## config.mk

```make
export PLATFORM = sky130hd
export DESIGN_NAME = rom_burst_reader_flat
export DESIGN_NICKNAME = d
export VERILOG_FILES = /design/src/rtl/rom_burst_reader_if.sv /design/src/rtl/rom_burst_reader.sv /design/src/flat_wrapper.sv
export SDC_FILE = /design/constraint.sdc
export NUM_CORES = 1
export LEC_CHECK = 0
export ABC_AREA = 1
export CAP_MARGIN = 0
export CORE_MARGIN = 3
export CORE_UTILIZATION = 50
export DETAILED_ROUTE_END_ITERATION = 8
export GPL_ROUTABILITY_DRIVEN = 0
export GPL_TIMING_DRIVEN = 0
export PLACE_DENSITY = 0.8
export SKIP_CTS_REPAIR_TIMING = 1
export SLEW_MARGIN = 20
export SYNTH_ARGS = -nofsm -noshare
export SYNTH_HDL_FRONTEND = slang
export SYNTH_SLANG_ARGS = --single-unit
```

## constraint.sdc

```tcl
create_clock -name clk -period 18 [get_ports clk]
set_clock_uncertainty 0.1 [all_clocks]
set_input_delay 3.6 -clock clk [delete_from_list [all_inputs] [get_ports clk]]
set_output_delay 3.6 -clock clk [all_outputs]
set_load 0.03 [all_outputs]
```

## src/rtl/rom_burst_reader_if.sv

```systemverilog
// Bus between the burst reader and its environment: start/base request, ROM port, capture results.
// The slave modport is the reader itself; the master side drives start, base_addr and the ROM data.
interface rom_burst_reader_if #(
  parameter int DATA_W = 8,
  parameter int ADDR_W = 6,
  parameter int DEPTH  = 32
);
  logic                    start;
  logic [ADDR_W-1:0]       base_addr;
  logic [ADDR_W-1:0]       rom_address;
  logic                    rom_rden;
  logic [DATA_W-1:0]       rom_q;
  logic                    busy;
  logic                    done;
  logic [DEPTH-1:0]        word_valid;
  logic [DEPTH*DATA_W-1:0] rom_data;

  modport master (
    output start, base_addr, rom_q,
    input  rom_address, rom_rden, busy, done, word_valid, rom_data
  );

  modport slave (
    input  start, base_addr, rom_q,
    output rom_address, rom_rden, busy, done, word_valid, rom_data
  );
endinterface

```

## src/rtl/rom_burst_reader.sv

```systemverilog
// Reads DEPTH consecutive words from a synchronous ROM starting at a latched base address
// and captures them into a parallel register array with per-word valid bits.
module rom_burst_reader #(
  parameter int DATA_W      = 8,
  parameter int ADDR_W      = 6,
  parameter int DEPTH       = 32,
  parameter int ROM_LATENCY = 1
) (
  input  logic                clk,
  input  logic                reset,
  rom_burst_reader_if.slave   bus
);

  localparam int IDX_W = (DEPTH > 1) ? $clog2(DEPTH) : 1;
  localparam logic [IDX_W-1:0] LAST_IDX = IDX_W'(DEPTH - 1);

  typedef enum logic [1:0] {S_IDLE, S_ISSUE, S_DRAIN, S_DONE} state_t;

  state_t                  r_state;
  logic [ADDR_W-1:0]       r_addr;
  logic                    r_rden;
  logic                    r_busy;
  logic                    r_done;
  logic [DEPTH-1:0]        r_word_valid;
  logic [DEPTH*DATA_W-1:0] r_rom_data;
  logic [IDX_W-1:0]        r_cnt;
  logic                    r_pipe_vld [ROM_LATENCY];
  logic [IDX_W-1:0]        r_pipe_idx [ROM_LATENCY];

  wire             w_start_ok = bus.start && (r_state == S_IDLE || r_state == S_DONE);
  wire             w_issue    = (r_state == S_ISSUE);
  wire             w_cap      = r_pipe_vld[ROM_LATENCY-1];
  wire [IDX_W-1:0] w_cap_idx  = r_pipe_idx[ROM_LATENCY-1];
  wire             w_last_cap = w_cap && (w_cap_idx == LAST_IDX);

  assign bus.rom_address = r_addr;
  assign bus.rom_rden    = r_rden;
  assign bus.busy        = r_busy;
  assign bus.done        = r_done;
  assign bus.word_valid  = r_word_valid;
  assign bus.rom_data    = r_rom_data;

  // NOTE: all state, including the whole capture array, is cleared by reset and updated
  // with non-blocking assignments so every read in this block sees pre-edge values.
  always_ff @(posedge clk or posedge reset) begin
    if (reset) begin
      r_state      <= S_IDLE;
      r_addr       <= '0;
      r_rden       <= 1'b0;
      r_busy       <= 1'b0;
      r_done       <= 1'b0;
      r_word_valid <= '0;
      r_rom_data   <= '0;
      r_cnt        <= '0;
      for (int s = 0; s < ROM_LATENCY; s++) begin
        r_pipe_vld[s] <= 1'b0;
        r_pipe_idx[s] <= '0;
      end
    end else begin
      // Tag pipeline tracks which word index rom_q belongs to on each edge.
      r_pipe_vld[0] <= w_issue;
      r_pipe_idx[0] <= r_cnt;
      for (int s = 1; s < ROM_LATENCY; s++) begin
        r_pipe_vld[s] <= r_pipe_vld[s-1];
        r_pipe_idx[s] <= r_pipe_idx[s-1];
      end

      if (w_cap) begin
        for (int k = 0; k < DEPTH; k++) begin
          if (w_cap_idx == IDX_W'(k)) begin
            r_rom_data[k*DATA_W +: DATA_W] <= bus.rom_q;
            r_word_valid[k]                <= 1'b1;
          end
        end
      end

      case (r_state)
        S_IDLE, S_DONE: begin
          if (w_start_ok) begin
            r_addr       <= bus.base_addr;
            r_rden       <= 1'b1;
            r_busy       <= 1'b1;
            r_done       <= 1'b0;
            r_word_valid <= '0;
            r_cnt        <= '0;
            r_state      <= S_ISSUE;
          end
        end
        S_ISSUE: begin
          if (r_cnt == LAST_IDX) begin
            r_rden  <= 1'b0;
            r_state <= S_DRAIN;
          end else begin
            r_addr <= r_addr + ADDR_W'(1);
            r_cnt  <= r_cnt + IDX_W'(1);
          end
        end
        S_DRAIN: begin
          // The final tag leaving the pipeline means nothing is left in flight.
          if (w_last_cap) begin
            r_busy  <= 1'b0;
            r_done  <= 1'b1;
            r_state <= S_DONE;
          end
        end
        default: r_state <= S_IDLE;
      endcase
    end
  end

endmodule

```

## src/flat_wrapper.sv

```systemverilog
// flat-port wrapper written by rule: the top's interface ports become plain ports
module rom_burst_reader_flat 
#(
  parameter int DATA_W      = 8,
  parameter int ADDR_W      = 6,
  parameter int DEPTH       = 32,
  parameter int ROM_LATENCY = 1
)
  (clk, reset, bus_start, bus_base_addr, bus_rom_q, bus_rom_address, bus_rom_rden, bus_busy, bus_done, bus_word_valid, bus_rom_data);
  rom_burst_reader_if #(.DATA_W(DATA_W), .ADDR_W(ADDR_W), .DEPTH(DEPTH)) bus_i ();
  input  logic clk;
  input  logic reset;
  input wire logic [$bits(bus_i.start)-1:0] bus_start;
  input wire logic [$bits(bus_i.base_addr)-1:0] bus_base_addr;
  input wire logic [$bits(bus_i.rom_q)-1:0] bus_rom_q;
  output wire logic [$bits(bus_i.rom_address)-1:0] bus_rom_address;
  output wire logic [$bits(bus_i.rom_rden)-1:0] bus_rom_rden;
  output wire logic [$bits(bus_i.busy)-1:0] bus_busy;
  output wire logic [$bits(bus_i.done)-1:0] bus_done;
  output wire logic [$bits(bus_i.word_valid)-1:0] bus_word_valid;
  output wire logic [$bits(bus_i.rom_data)-1:0] bus_rom_data;
  assign bus_i.start = bus_start;
  assign bus_i.base_addr = bus_base_addr;
  assign bus_i.rom_q = bus_rom_q;
  assign bus_rom_address = bus_i.rom_address;
  assign bus_rom_rden = bus_i.rom_rden;
  assign bus_busy = bus_i.busy;
  assign bus_done = bus_i.done;
  assign bus_word_valid = bus_i.word_valid;
  assign bus_rom_data = bus_i.rom_data;
  rom_burst_reader #(.DATA_W(DATA_W), .ADDR_W(ADDR_W), .DEPTH(DEPTH), .ROM_LATENCY(ROM_LATENCY)) u_core (.clk(clk), .reset(reset), .bus(bus_i));
endmodule
```

==> results of run 1 <==
final cells by class:
class,count,area share
Clock inverter,17,0.0171
Tap cell,280,0.0218
Sequential cell,310,0.482
Inverter,59,0.0142
Timing Repair Buffer,315,0.198
Multi-Input combinational cell,693,0.192
Buffer,64,0.0224
Clock buffer,37,0.0527
power groups by stage:
| stage | logic, mW | registers [mW] | clock network, mW |
|---|---|---|---|
| detailed placement | 0.546 | 0.844 | 0 |
| global route | 0.590 | 0.845 | 0.741 |
| floorplan | 0.174 | 0.982 | 0 |
| finish | 0.544 | 0.836 | 0.703 |
| global placement | 0.532 | 0.844 | 0 |
| CTS | 0.549 | 0.835 | 0.706 |
through the flow:
| step | total power [mW] | instance area (um2) | hold slack [ps] |
|---|---|---|---|
| 2_1_floorplan | 1.16 | 11400 | 280 |
| 4_1_cts | 2.09 | 16100 | 330 |
| 3_5_place_dp | 1.39 | 15000 | 315 |
| 5_1_grt | 2.18 | 16100 | 349 |
| 6_report | 2.08 | 16100 | 338 |
| 3_3_place_gp | 1.38 | 14900 | 298 |
cells in the mapped netlist (all sizes together):
cell    number
xor2         2
nand3       14
nor2        28
nand4        2
a21oi       31
inv         59
dfrtp      310
a21boi       1
o21ai      267
nand2      336
clkbuf      42
mux2i        1
ha           5
or2          6
buf         22
how the worst min path moves through the flow:
stage / slack [ps] / startpoint / endpoint / cells past startpoint
final: 340 / u_core.r_cnt[4] / u_core.r_pipe_idx[4] / 0
after global placement: 300 / u_core.r_cnt[4] / u_core.r_pipe_idx[4] / 0
after global routing: 350 / u_core.r_cnt[4] / u_core.r_pipe_idx[4] / 0
after detailed placement: 320 / u_core.r_cnt[4] / u_core.r_pipe_idx[4] / 0
after CTS: 330 / u_core.r_cnt[4] / u_core.r_pipe_idx[4] / 0
after floorplan: 280 / u_core.r_cnt[4] / u_core.r_pipe_idx[4] / 0
layer usage:
layer / wire length (um) / part of all wire / vias to the layer above / track usage
li1: - / - / 4343 / -
met1: 14100 / 0.40 / 4715 / 0.371
met2: 17300 / 0.48 / 445 / 0.480
met3: 3030 / 0.085 / 75 / 0.0687
met4: 1200 / 0.034 / 2 / 0.0880
met5: 13 / 0.00037 / - / 0
registers in the layout, summed over array words and instances, names as in the netlist:
signal and cells:
u_core.bus.rom_address 6, u_core.bus.busy 1, u_core.r_pipe_vld 1, u_core.bus.rom_data 256
u_core.bus.word_valid 32, u_core.r_pipe_idx 5, u_core.bus.rom_rden 1, u_core.r_state 2
u_core.r_cnt 5, u_core.bus.done 1
placed cells by master (no fill, tap or decap), types with 2 or more instances in the layout:
cell type        count
a21oi_1             31
buf_16               2
buf_2                6
buf_4                2
buf_6               14
bufinv_16            7
clkbuf_1            43
clkbuf_16           31
clkbuf_8             5
clkdlybuf4s50_1    313
clkinv_2             5
clkinvlp_4           3
dfrtp_1            310
ha_1                 5
inv_1               58
nand2_1            334
nand2_2              2
nand3_1             14
nand4_1              2
nor2_1              26
o21ai_0            265
o21ai_1              2
or2_2                4
or2_4                2
xor2_1               2
logic make-up after synthesis:
logic type / share of synthesized area
xor+xnor: 0.00153
compound gates: 0.131
flops: 0.678
buf+inv: 0.0509
fa+ha+maj: 0.00547
mux: 0.000875
simple gates: 0.132
==> impl_metrics.tcl, run 1 <==
set metrics [dict create \
    status "finished, final reports clean" \
    grt_overflow 0 \
    slew_violations 0 \
    clkTransAtPathRegs_ps 60 \
    cp.depth 1 \
    grt_pass1_vias 9671 \
    synth_nets 1148 \
    crit_path_cell_trace "clkdlybuf4s50_1" \
    synth_area_leaders "dfrtp_1 (68%), o21ai_0 (12%), nand2_1 (11%)" \
    crit_buf_inv 1 \
    clockBufferDepth 3 \
    h-tree-depth 1 \
    ir_worst_vdd_v 0.000106 \
    timing.final.ws_setup_ps 12610 \
    p_clk_frac 0.338 \
    utilization 0.727 \
    synth_top_area_share 0.678 \
    crit_required_ps 14300 \
    r2r_setup_slack_ps 15890 \
    antenna_found_initial 1 \
    nets 1495 \
    hold_violations 0 \
    post_drt_wl_per_cell_um 20.1 \
    p_per_area_nw_per_um2 129 \
    drc_errors 0 \
    ys_seq_area_frac 0.678 \
    cap_viol_max_count 0 \
    die-height_um 157 \
    max_stage_delay_ps 710 \
    p_seq_frac 0.401 \
    core_um2 22200 \
    switchingPower_uw 674 \
    placedCellCount 1721 \
    crit_slowest_cell "clkdlybuf4s50_1" \
    pwr-share-comb 0.261 \
    p_int_mw 1.41 \
    cp-end-kind "primary output" \
    hpwl_um 24500 \
    drive_gt1_frac 0.0589 \
    via_per_inst 5.40 \
    drtAntennaViolNets 0 \
    yosysWarnings 0 \
    fillers 1588 \
    syn_area_um2 11400 \
    rows 54 \
    cp.arrival_ps 1690 \
    grt_pass1_wl_um 54700 \
    cpLargestDelayFamily "buffers and inverters" \
    slew_headroom 0.491 \
    clk_latency_ps 540 \
    initial_core_util 0.516 \
    finalCritPeriodShare 0.300 \
    r2r_cells 6 \
    cp_max_fo 6 \
    cts_buffers 30 \
    rsz0062_at_grt "no" \
    max_freq_mhz 185 \
    ios 314 \
    via_count 9580 \
    dp_slack_ps 12600 \
    fin_tns_setup_ps 0 \
    synth_cells 1126 \
    regArea_um2 7760 \
    synthDistinctLibCells 22 \
    p_leak_nw 7.64 \
    area_growth_pct 40.8 \
    cts_num_sinks 310 \
    portBuffers 313 \
    crit_type "reg -> out" \
    grt_use_total 0.285 \
    worstReg2RegStart "u_core.r_state[0]" \
    finalSetupViolations 0 \
    tightestPinTransition_ps 763 \
    synth-seq-cells 310 \
    yosysTopAreaCell "dfrtp_1" \
    critPathLaunch "u_core.bus.rom_address[2]" \
    r2r_end "u_core.bus.word_valid[14]" \
    num_antenna_cells 0 \
    synth.avg_cell_area_um2 10.2 \
    die_w_um 157 \
    cp-endpoint "bus_rom_address[2]" \
    drtIter0Drc 703 \
    layout_min_cycle_time_ps 5390 \
    hp-class "reg -> reg" \
    grt_start_max_net_pins 113 \
    drt_wl_total_um 35600 \
    dieArea_um2 24700 \
    critPathLaunchType "flop" \
    first_pass_iters 6 \
    ctsRootBufferMaster "clkbuf_16" \
    p_sw_frac 0.324 \
    instances_no_fill 1775 \
    tritoncts "built" \
    multi_input_area_um2 3100 \
]
Note: power is estimated with default switching activity, not from simulation.
==> inputs of run 2 (changes only) <==
--- a/config.mk
+++ b/config.mk
@@ -8,11 +8,11 @@
 export ABC_AREA = 1
 export CAP_MARGIN = 0
 export CORE_MARGIN = 3
-export CORE_UTILIZATION = 50
+export CORE_UTILIZATION = 43
 export DETAILED_ROUTE_END_ITERATION = 8
 export GPL_ROUTABILITY_DRIVEN = 0
 export GPL_TIMING_DRIVEN = 0
-export PLACE_DENSITY = 0.8
+export PLACE_DENSITY = 0.73
 export SKIP_CTS_REPAIR_TIMING = 1
 export SLEW_MARGIN = 20
 export SYNTH_ARGS = -nofsm -noshare
==> constraint.sdc (replaced) <==
create_clock -name clk -period 4.9 [get_ports clk]
set_clock_uncertainty 0.1 [all_clocks]
set_input_delay 0.98 -clock clk [delete_from_list [all_inputs] [get_ports clk]]
set_output_delay 0.98 -clock clk [all_outputs]
set_load 0.03 [all_outputs]
==> run 2 against run 1 <==
Sequential power rose to 3.7 times the previous value; first-iteration DRC count up 6.3%; critical endpoint is now bus_rom_address[3]; register-to-register slack worse by 13000 ps; core utilization down 10 points; cell count up 4.0%; critical path depth unchanged; global-route usage down 3.3 points; clock power rose to 3.7 times the previous value; critical path type unchanged; via count down 0.80%; sequential cell count unchanged.
==> impl_metrics.tcl, run 2 (synthesis gave the netlist of run 1 again) <==
set metrics [dict create \
    initial_core_util 0.438 \
    cp-end-kind "primary output" \
    via_count 9503 \
    grt_pass1_vias 9452 \
    crit_buf_inv 1 \
    drt_wl_total_um 36100 \
    critPathLaunchType "flop" \
    hp-class "reg -> reg" \
    nets 1507 \
    crit_required_ps 3820 \
    die-height_um 169 \
    clockBufferDepth 3 \
    post_drt_wl_per_cell_um 19.6 \
    total_power_mw 7.72 \
    cp.arrival_ps 1650 \
    crit_type "reg -> out" \
    cpLargestDelayFamily "buffers and inverters" \
    dieArea_um2 28600 \
    layout_min_cycle_time_ps 2730 \
    grt_use_total 0.253 \
    rsz0062_at_grt "no" \
    hpwl_um 25400 \
    cp_max_fo 5 \
    drive_gt1_frac 0.0663 \
    finalSetupViolations 0 \
    drtIter0Drc 747 \
    ios 314 \
    antenna_found_initial 2 \
    tightestPinTransition_ps 787 \
    drc_errors 0 \
    grt_pass1_wl_um 55900 \
    drtAntennaViolNets 0 \
    final_common_cell "nand2_1" \
    p_leak_nw 7.74 \
    portBuffers 313 \
    slew_violations 0 \
    ctsRootBufferMaster "clkbuf_16" \
    tritoncts "built" \
    final_cell_mix "nand2_1 (334), clkdlybuf4s50_1 (313), dfrtp_1 (310)" \
    hold_violations 0 \
    die_w_um 169 \
    cts_buffers 34 \
    utilization 0.626 \
    clkTransAtPathRegs_ps 60 \
    crit_path_cell_trace "clkdlybuf4s50_1" \
    timing.hold.ws_ps 311 \
    area_growth_pct 43.1 \
    largest_reg_flops 256 \
    core_um2 26100 \
    p_per_area_nw_per_um2 472 \
    cap_viol_max_count 0 \
    crit_slowest_cell "clkdlybuf4s50_1" \
    max_stage_delay_ps 710 \
    grt_start_max_net_pins 36 \
    dp_slack_ps 2070 \
    status "finished, final reports clean" \
    via_per_inst 5.15 \
    timing.final.ws_setup_ps 2170 \
    h-tree-depth 2 \
    first_pass_iters 5 \
    ir_worst_vdd_v 0.000444 \
    grt_overflow 0 \
    clk_latency_ps 480 \
    max_freq_mhz 367 \
    rows 59 \
    cts_num_sinks 310 \
    finalCritPeriodShare 0.556 \
    slew_headroom 0.476 \
]
[run 2: cell types whose count changed in the layout (fill, tap and decap cells not counted), sizes merged]
| cell | previous run | this run |
|---|---|---|
| buf | 24 | 32 |
| bufinv | 7 | 4 |
| clkinv | 6 | 10 |
| clkbuf | 79 | 86 |
| diode | 0 | 2 |
| clkinvlp | 3 | 1 |
[run 2: area by class of cell]
| cell class | instances | area, um2 |
|---|---|---|
| antenna | 2 | 5.00 |
| timing repair buffer | 323 | 3340 |
| multi-input combinational | 693 | 3100 |
| clock inverter | 16 | 188 |
| fill | 2129 | 9770 |
| inverter | 59 | 225 |
| buffer | 64 | 360 |
| clock buffer | 44 | 970 |
| sequential | 310 | 7760 |
| tap | 335 | 419 |
[run 2: final timing paths]
| kind | slack (ps) | from | cells after the start | endpoint |
|---|---|---|---|---|
| max | 2170 | u_core.bus.rom_address[3] | 1 | bus_rom_address[3] |
| min | 310 | u_core.r_cnt[4] | 0 | u_core.r_pipe_idx[4] |
| max reg2reg | 2810 | u_core.r_state[0] | 6 | u_core.bus.word_valid[7] |
| min reg2reg | 310 | u_core.r_cnt[4] | 0 | u_core.r_pipe_idx[4] |
| max in group asynchronous | 2790 | reset | 5 | u_core.bus.word_valid[18] |
| min in group asynchronous | 820 | reset | 2 | u_core.bus.rom_data[240] |
[run 2: per-stage QoR]
step                      cells  setup TNS, ps  cell area, um2
after floorplan            1126         -95150           11400
after global placement     1774        -728650           15000
after detailed placement   1784              0           15200
after CTS                  1844              0           16400
after global routing       1846              0           16400
final                      1846              0           16400
[run 2: where the power goes]
group / switching (mW) / total [mW] / leakage (nW) / internal (mW)
sequential: 0.202 / 3.07 / 3.07 / 2.86
combinational: 1.30 / 2.03 / 4.08 / 0.727
clock: 1.01 / 2.62 / 0.583 / 1.61
total: 2.52 / 7.72 / 7.74 / 5.20
[run 2: routing by layer]
layer  part of all wire  track usage  up-vias
met5                  0            0        -
met4              0.032       0.0882        0
met3              0.071       0.0560       70
met2               0.49        0.416      355
met1               0.41        0.334     4696
li1                   -            -     4382
